--- src/rtl/pc_redirect_unit.sv ---
// pc_redirect_unit
//
// Fetch program-counter register with redirect handling for a five-stage
// pipeline. Redirects (JR/JALR, J/JAL, taken branch) are resolved in decode
// and steer the next fetch address. A redirect that arrives while fetch is
// stalled is parked in a one-entry pend buffer and applied on stall release.
//
// Parameters
//   RESET_PC          fetch PC loaded while reset is asserted
//
// Ports
//   clk               single clock, all state updates on its rising edge
//   rst               synchronous active-low reset
//   stall_f           fetch stall, PC is held
//   jump_en           J/JAL resolved in decode
//   jump_addr28       word-shifted instr_index, {index, 2'b00}
//   pc_plus4_d        decode-stage PC+4, supplies jump target bits [31:28]
//   branch_en         taken branch resolved in decode
//   branch_target     branch destination
//   jr_en             JR/JALR resolved in decode
//   jr_target         register jump destination
//   pc_f              current fetch PC
//   pc_plus4_f        pc_f + 4 (combinational, wraps at 2^32)
//   flush_d           registered one-cycle pulse killing the wrong-path decode instr
//   redirect_pending  a redirect is buffered awaiting stall release
//   addr_err          sticky flag: a misaligned register-jump target was accepted
//
// state      | meaning
// -----------+-----------------------------------------------------------
// RUN        | normal fetch; redirects applied directly or parked if stalled
// HOLD_PEND  | redirect parked in pend buffer; waiting for stall_f to drop

module pc_redirect_unit #(
  parameter logic [31:0] RESET_PC = 32'h0000_0000
) (
  input  logic        clk,
  input  logic        rst,
  input  logic        stall_f,
  input  logic        jump_en,
  input  logic [27:0] jump_addr28,
  input  logic [31:0] pc_plus4_d,
  input  logic        branch_en,
  input  logic [31:0] branch_target,
  input  logic        jr_en,
  input  logic [31:0] jr_target,
  output logic [31:0] pc_f,
  output logic [31:0] pc_plus4_f,
  output logic        flush_d,
  output logic        redirect_pending,
  output logic        addr_err
);

  localparam logic [0:0] ST_RUN       = 1'b0;
  localparam logic [0:0] ST_HOLD_PEND = 1'b1;

  logic [0:0]  state;
  logic        pend_valid;
  logic [31:0] pend_target;

  logic        redirect_req;
  logic        redirect_misaligned;
  logic [31:0] redirect_raw;
  logic [31:0] redirect_target;

  // Only the region bits of decode PC+4 form part of the jump target.
  logic        unused_pc_plus4_low;
  assign unused_pc_plus4_low = ^pc_plus4_d[27:0];

  // Redirect source select, priority jr > jump > branch. Only a register
  // jump can carry a misaligned address; the other targets are word
  // addresses by construction and are silently aligned.
  always_comb begin
    redirect_req        = jr_en | jump_en | branch_en;
    redirect_raw        = branch_target;
    redirect_misaligned = 1'b0;
    if (jr_en) begin
      redirect_raw        = jr_target;
      redirect_misaligned = |jr_target[1:0];
    end else if (jump_en) begin
      redirect_raw = {pc_plus4_d[31:28], jump_addr28};
    end
  end

  assign redirect_target  = redirect_raw & 32'hFFFF_FFFC;
  assign pc_plus4_f       = pc_f + 32'd4;
  assign redirect_pending = pend_valid;

  always_ff @(posedge clk) begin
    if (!rst) begin
      state       <= ST_RUN;
      pc_f        <= RESET_PC;
      pend_valid  <= 1'b0;
      pend_target <= 32'h0000_0000;
      flush_d     <= 1'b0;
      addr_err    <= 1'b0;
    end else begin
      flush_d <= 1'b0;
      case (state)
        ST_RUN: begin
          if (redirect_req) begin
            if (redirect_misaligned) begin
              addr_err <= 1'b1;
            end
            if (stall_f) begin
              // Park the redirect; flush is deferred until it is applied.
              pend_target <= redirect_target;
              pend_valid  <= 1'b1;
              state       <= ST_HOLD_PEND;
            end else begin
              pc_f    <= redirect_target;
              flush_d <= 1'b1;
            end
          end else if (!stall_f) begin
            pc_f <= pc_plus4_f;
          end
        end
        ST_HOLD_PEND: begin
          // Decode is frozen while stalled, so any request seen here is the
          // same instruction already buffered; new requests are ignored.
          if (!stall_f) begin
            pc_f       <= pend_target;
            flush_d    <= 1'b1;
            pend_valid <= 1'b0;
            state      <= ST_RUN;
          end
        end
        default: begin
          state      <= ST_RUN;
          pend_valid <= 1'b0;
        end
      endcase
    end
  end

endmodule

--- config.mk ---
export PLATFORM = sky130hd
export DESIGN_NAME = pc_redirect_unit
export DESIGN_NICKNAME = d
export VERILOG_FILES = /design/src/rtl/pc_redirect_unit.sv
export SDC_FILE = /design/constraint.sdc
export NUM_CORES = 1
export LEC_CHECK = 0
export CORE_UTILIZATION = 42
export CTS_CLUSTER_SIZE = 10
export DETAILED_ROUTE_END_ITERATION = 10
export HOLD_SLACK_MARGIN = 0.08
export PLACE_DENSITY = 0.81
export SYNTH_ARGS = -nofsm -noshare
export SYNTH_HDL_FRONTEND = slang
export SYNTH_SLANG_ARGS = --single-unit
--- constraint.sdc ---
create_clock -name clk -period 2.45 [get_ports clk]
set_clock_uncertainty 0.1 [all_clocks]
set_input_delay 0.735 -clock clk [delete_from_list [all_inputs] [get_ports clk]]
set_output_delay 0.735 -clock clk [all_outputs]
set_load 0.01 [all_outputs]
# Word-level counts from Yosys, hierarchy flattened
# Index checks and enable logic that the tools add are counted.
[word_totals]
ff_bits = 66
latchBits = 0
ramBits = 0
mem_bits_ro = 0
input_bits = 130
out_inout_bits = 67
elab_cells = 37
memories = 0
[classes]
addsub = 1
multipliers = 0
div = 0
n_lt_le_gt_ge = 0
eq_ne = 4
shift = 0
mux = 18
n_bitwise = 3
reduce_logical = 5
[op_table]
columns = ["cell", "n"]
rows = [
  ["two-way mux 32 bit", 6],
  ["case mux 32 bit (2 select lines)", 1],
  ["adder 32 x 3 -> 32 bit (second input constant)", 1],
  ["AND reduction 3 bit", 3],
  ["two-way mux 1 bit", 8],
  ["!= test 2 bit (second input constant)", 4],
  ["case mux 1 bit (2 select lines)", 3],
  ["bitwise OR 1 bit", 2],
  ["AND reduction 2 bit", 1],
  ["OR reduction 2 bit", 1],
  ["NOT 1 bit", 1],
]

# Depth between registers and ports, before layout
[logic_depth]
ltp_word = 5
mapped_depth = 9
depth_no_buf = 6

# Least setup slack after synthesis
# OpenSTA, ideal clock, no wires.
[synth_path]
path_type = "flip-flop to output port"
start = "register pc_f[9]"
end = "output pc_plus4_f[31]"
t_arrival_ps = 1731
t_required_ps = 1615
slack_ps = -116
stages_incl_launch_ff = 6
path_buffers = 1
path_cell_list = "dfxtp_1 > buf_2 > and4_2 > nand4_1 > nor4_1 > xor2_1"
[synth_between]
elab_chain_len = 1
[synth_lines]
columns = ["item", "line_no", "rtl"]
rows = [
  ["start: declaration", "46", "output logic [31:0] pc_f,"],
  ["start signal: assignment", "110", "pc_f <= redirect_target;"],
  ["start signal: assignment", "114", "pc_f <= pc_plus4_f;"],
  ["start signal: assignment", "121", "pc_f <= pend_target;"],
  ["adder 32 x 3 -> 32 bit", "85", "assign pc_plus4_f = pc_f + 32'd4;"],
  ["end: declaration", "47", "output logic [31:0] pc_plus4_f,"],
]
# No other way between the ends.

# Worst setup path in the final report
[layout_path]
start = "register pc_f[7]"
end = "output pc_plus4_f[29]"
# The elaborated chain is that of the path after synthesis.

==> parameters.txt <==
Parameter                              Value

Run status
  Run status    finished, violations left
  Violations in the final reports    setup timing

Clock tree
  Clock root buffer master    sky130_fd_sc_hd__clkbuf_8
  Clock latency reported for the late side of the worst-skew pair    0.35 ns
  Number of buffers inserted during clock tree synthesis    9
  H-tree depth reported by CTS    3
  CTS Buffer Depth    2
  Hold-fix buffers at CTS    0
  Clk sinks    64
  CTS tree    done
  Clock slew at reported path FFs    0.08 ns

Synth
  Count of unique library cells instantiated by Yosys    61
  Synthesized-area fraction occupied by adder cells    0.00290
  Post-synthesis mux area share    0.106
  Simple-gate portion of the synthesized area    0.248
  Combined area of all synthesized cells    4310 um^2
  Sequential-to-total area share from yosys stat    0.297
  Area leader, netlist    sky130_fd_sc_hd__dfxtp_1
  Yosys top cell area share    0.297
  Average instance area after synthesis    7.63 um^2
  Compound-cell area share of the yosys netlist    0.230
  Number of flip-flops and latches in the synthesized netlist    64
  Dominant combinational cell family by area after synthesis    simple AND/OR/NAND/NOR gates
  Predominant post-synthesis flop cell    sky130_fd_sc_hd__dfxtp_1
  XOR/XNOR Fraction of Synth Area    0.0548
  Top cells by area in the synthesized netlist    sky130_fd_sc_hd__dfxtp_1 (30%), sky130_fd_sc_hd__mux2i_1 (6.7%), sky130_fd_sc_hd__nand2_1 (6.4%), sky130_fd_sc_hd__o21ai_0 (4.9%), sky130_fd_sc_hd__a21oi_1 (4.5%)
  Yosys Warn Count    0
  Fraction of synthesis flops using an asynchronous set or reset pin    0
  Synthesized netlist cell count    565
  EDFF count, synth    0

Place
  Pre-CTS setup slack    -0.563 ns
  Half-perimeter wire length after placement    11.8 mm
  Placed Area    6770 um^2
  Routability congestion estimate from global placement    0.875
  IO buf count    160
  Placed cell count    921

Setup path
  Worst reg-to-reg path cell count    8
  Chain of cells forming the critical path    and3_4, nand4_1, buf_6, nor4_4, xor2_1, buf_2
  Kind of start point of the critical path    flop
  Critical path's slowest cell    sky130_fd_sc_hd__dfxtp_2
  Buffering stage count on the worst path with inverters included    2
  Kind of critical path    reg -> out
  Launching point of the worst reg2reg path    pc_f[11]
  Peak fanout along the critical path    5
  Reg2Reg Setup Slack    0.30 ns
  Maximum cell stage delay along the critical path    0.37 ns
  R2R Path End    pc_f[27]
  Critical Path RT    1.62 ns
  Worst path top cell family by delay    simple AND/OR/NAND/NOR gates
  Worst EP arrival    1.95 ns
  Category of the worst setup path capture point    primary output

STA
  Final number of setup-violating endpoints    22
  Final count of pins violating max slew    0
  Transition time at the pin with the least slew margin    0.648 ns
  Hold Violations, Final    0
  Max Fclk    359 MHz
  RSZ-0062 raised after global routing    yes
  Max-slew headroom at the worst pin    0.562
  Setup ws final    -0.335 ns
  Final setup TNS    -4.45 ns
  Worst hold margin    0.373 ns
  Min Clock Period, post-route    2.78 ns
  Share of the clock period used by the worst path after layout    1.14

Floorplanning
  Number of cell rows    36
  Floorplan core area    9860 um^2
  Number of top-level pins    197
  Area of the die    10700 um^2
  Starting Density    0.437
  Die span in x    103 um
  Die Y-Extent    103 um

Global routing
  Grt ovf    0
  Maximum number of pins on one net before global-route repair    57
  Via count of the first global-routing pass    5208
  Wire length of the first global-routing pass    25.0 mm
  Tot GR Track Use    0.308
  Antenna violations before repair    0

Pwr
  Total power after layout    3.00 mW
  Cell-internal power    2.02 mW
  Maximum ir drop on the vdd rail    0.298 mV
  Part of the power in the clock network    0.271
  Switching power share of the total    0.327
  Switching power    981 uW
  Proportion of power drawn by combinational gates    0.337
  Seq pwr share    0.392
  Pwr per Cell Area    395 nW/um^2
  Leakage power of the design    3.47 nW

Drt
  Remaining routing DRC violations    0
  Antenna Nets Post-Route    0
  Total detailed-routing wirelength    17.2 mm
  Average routed wire per standard cell    17.7 um
  First-pass iteration count of the detailed router    7
  Vias    5542
  Via-to-Cell Ratio    5.70
  Count of routing violations after the opening detailed-route iteration    342

Cells and area
  Commonest non-fill, non-tap cells in the layout    sky130_fd_sc_hd__clkdlybuf4s50_1 (128), sky130_fd_sc_hd__buf_4 (123), sky130_fd_sc_hd__nand2_1 (66)
  P&R area growth vs syn    76.2%
  Filler-free cell count of the finished design    973
  Diodes inserted    0
  Share of post-route cells with drive strength above 1    0.340
  Number of nets in the layout    966
  Summed area of non-filler cells in the final layout    7600 um^2
  Most frequent standard cell in the layout excluding fill and tap cells    sky130_fd_sc_hd__clkdlybuf4s50_1
  Final core utilization    0.770

Worst hold path
  Endpoint, Worst Hold    addr_err
  Hold-critical path depth    2
  Worst hold path type    reg -> reg
  Startpoint of the tightest hold check path    addr_err

Job
  Max-cap check violation count    0
==> power by group through the flow <==
| stage | Clock [mW] | Combinational (mW) | Sequential (mW) |
|---|---|---|---|
| global placement | 0 | 0.931 | 1.18 |
| detailed placement | 0 | 0.963 | 1.19 |
| CTS | 0.806 | 0.963 | 1.17 |
| finish | 0.815 | 1.01 | 1.18 |
| floorplan | 0 | 0.396 | 1.22 |
| global route | 0.869 | 1.09 | 1.18 |
==> state kept, by name (all words and copies together) (netlist names) <==
| signal | cells |
|---|---|
| redirect_pending | 1 |
| pend_target | 30 |
| addr_err | 1 |
| state | 1 |
| flush_d | 1 |
| pc_f | 30 |
==> cell usage after synthesis (4+ instances only) <==
| cell type | n |
|---|---|
| sky130_fd_sc_hd__and3_1 | 7 |
| sky130_fd_sc_hd__buf_4 | 4 |
| sky130_fd_sc_hd__xnor2_1 | 16 |
| sky130_fd_sc_hd__nor2_1 | 48 |
| sky130_fd_sc_hd__dfxtp_1 | 64 |
| sky130_fd_sc_hd__a21oi_1 | 39 |
| sky130_fd_sc_hd__a22oi_1 | 5 |
| sky130_fd_sc_hd__nor4_1 | 4 |
| sky130_fd_sc_hd__o31ai_1 | 6 |
| sky130_fd_sc_hd__a31oi_1 | 8 |
| sky130_fd_sc_hd__nand2_1 | 74 |
| sky130_fd_sc_hd__nor2b_1 | 16 |
| sky130_fd_sc_hd__a221oi_1 | 5 |
| sky130_fd_sc_hd__and4_1 | 5 |
| sky130_fd_sc_hd__o21ai_0 | 42 |
| sky130_fd_sc_hd__clkbuf_1 | 25 |
| sky130_fd_sc_hd__nand4_1 | 4 |
| sky130_fd_sc_hd__mux2_2 | 15 |
| sky130_fd_sc_hd__nand3_1 | 23 |
| sky130_fd_sc_hd__nor3_1 | 12 |
| sky130_fd_sc_hd__buf_2 | 18 |
| sky130_fd_sc_hd__mux2i_1 | 29 |
| sky130_fd_sc_hd__inv_1 | 9 |
| sky130_fd_sc_hd__a211oi_1 | 6 |
| sky130_fd_sc_hd__a21boi_0 | 16 |
| sky130_fd_sc_hd__xor2_1 | 11 |
==> worst max-delay path by stage <==
stage / depth (start not counted) / slack, ns / to / from
detailed placement: 6 / -0.56 / pend_target[12] / branch_en
global route: 6 / -0.41 / pc_plus4_f[30] / pc_f[11]
finish: 6 / -0.33 / pc_plus4_f[29] / pc_f[7]
global placement: 6 / -0.44 / pend_target[27] / branch_en
CTS: 6 / -0.27 / pc_plus4_f[29] / pc_f[2]
floorplan: 5 / 0.01 / pc_plus4_f[22] / pc_f[10]
==> routing by layer <==
metal,vias to the layer above,track usage,part of all wire
li1,2564,-,-
met1,2592,0.358,0.38
met2,318,0.542,0.51
met3,68,0.0733,0.079
met4,0,0.129,0.035
met5,-,0,0
==> tightest hold or removal path, delay by kind of cell (launching register included) <==
kind | cells | cell delay (ns)
buffers and inverters | 1 | 0.04
AOI/OAI and AO/OA | 1 | 0.07
DFF | 1 | 0.31
==> repair_timing <==
item                                    CTS  global route
pin swaps                                23            26
hold endpoints to repair                  0             0
endpoints found under the setup margin   42            41
resized for setup                       171            54
cloned                                    0             0
buffers inserted                         20            19
==> kinds of logic (layout without fill, tap and decap cells) <==
group                      after synthesis  count (layout)
DFF                                     64              64
xor gates and xnor gates                27              27
adders and majority gates                1               1
muxes                                   44              44
other                                    1               4
and+or+nand+nor                        215             215
AOI/OAI and AO/OA                      155             155
buffers and inverters                   58             330
==> layout make-up <==
| cell class | instances | area, um^2 |
|---|---|---|
| Clock inverter | 7 | 47.5 |
| Clock buffer | 9 | 124 |
| Inverter | 9 | 33.8 |
| Sequential cell | 64 | 1310 |
| Fill cell | 652 | 2260 |
| Timing Repair Buffer | 305 | 2690 |
| Tap cell | 133 | 166 |
| Multi-Input combinational cell | 446 | 3230 |
No activity file was read; power rests on OpenSTA's default activity.
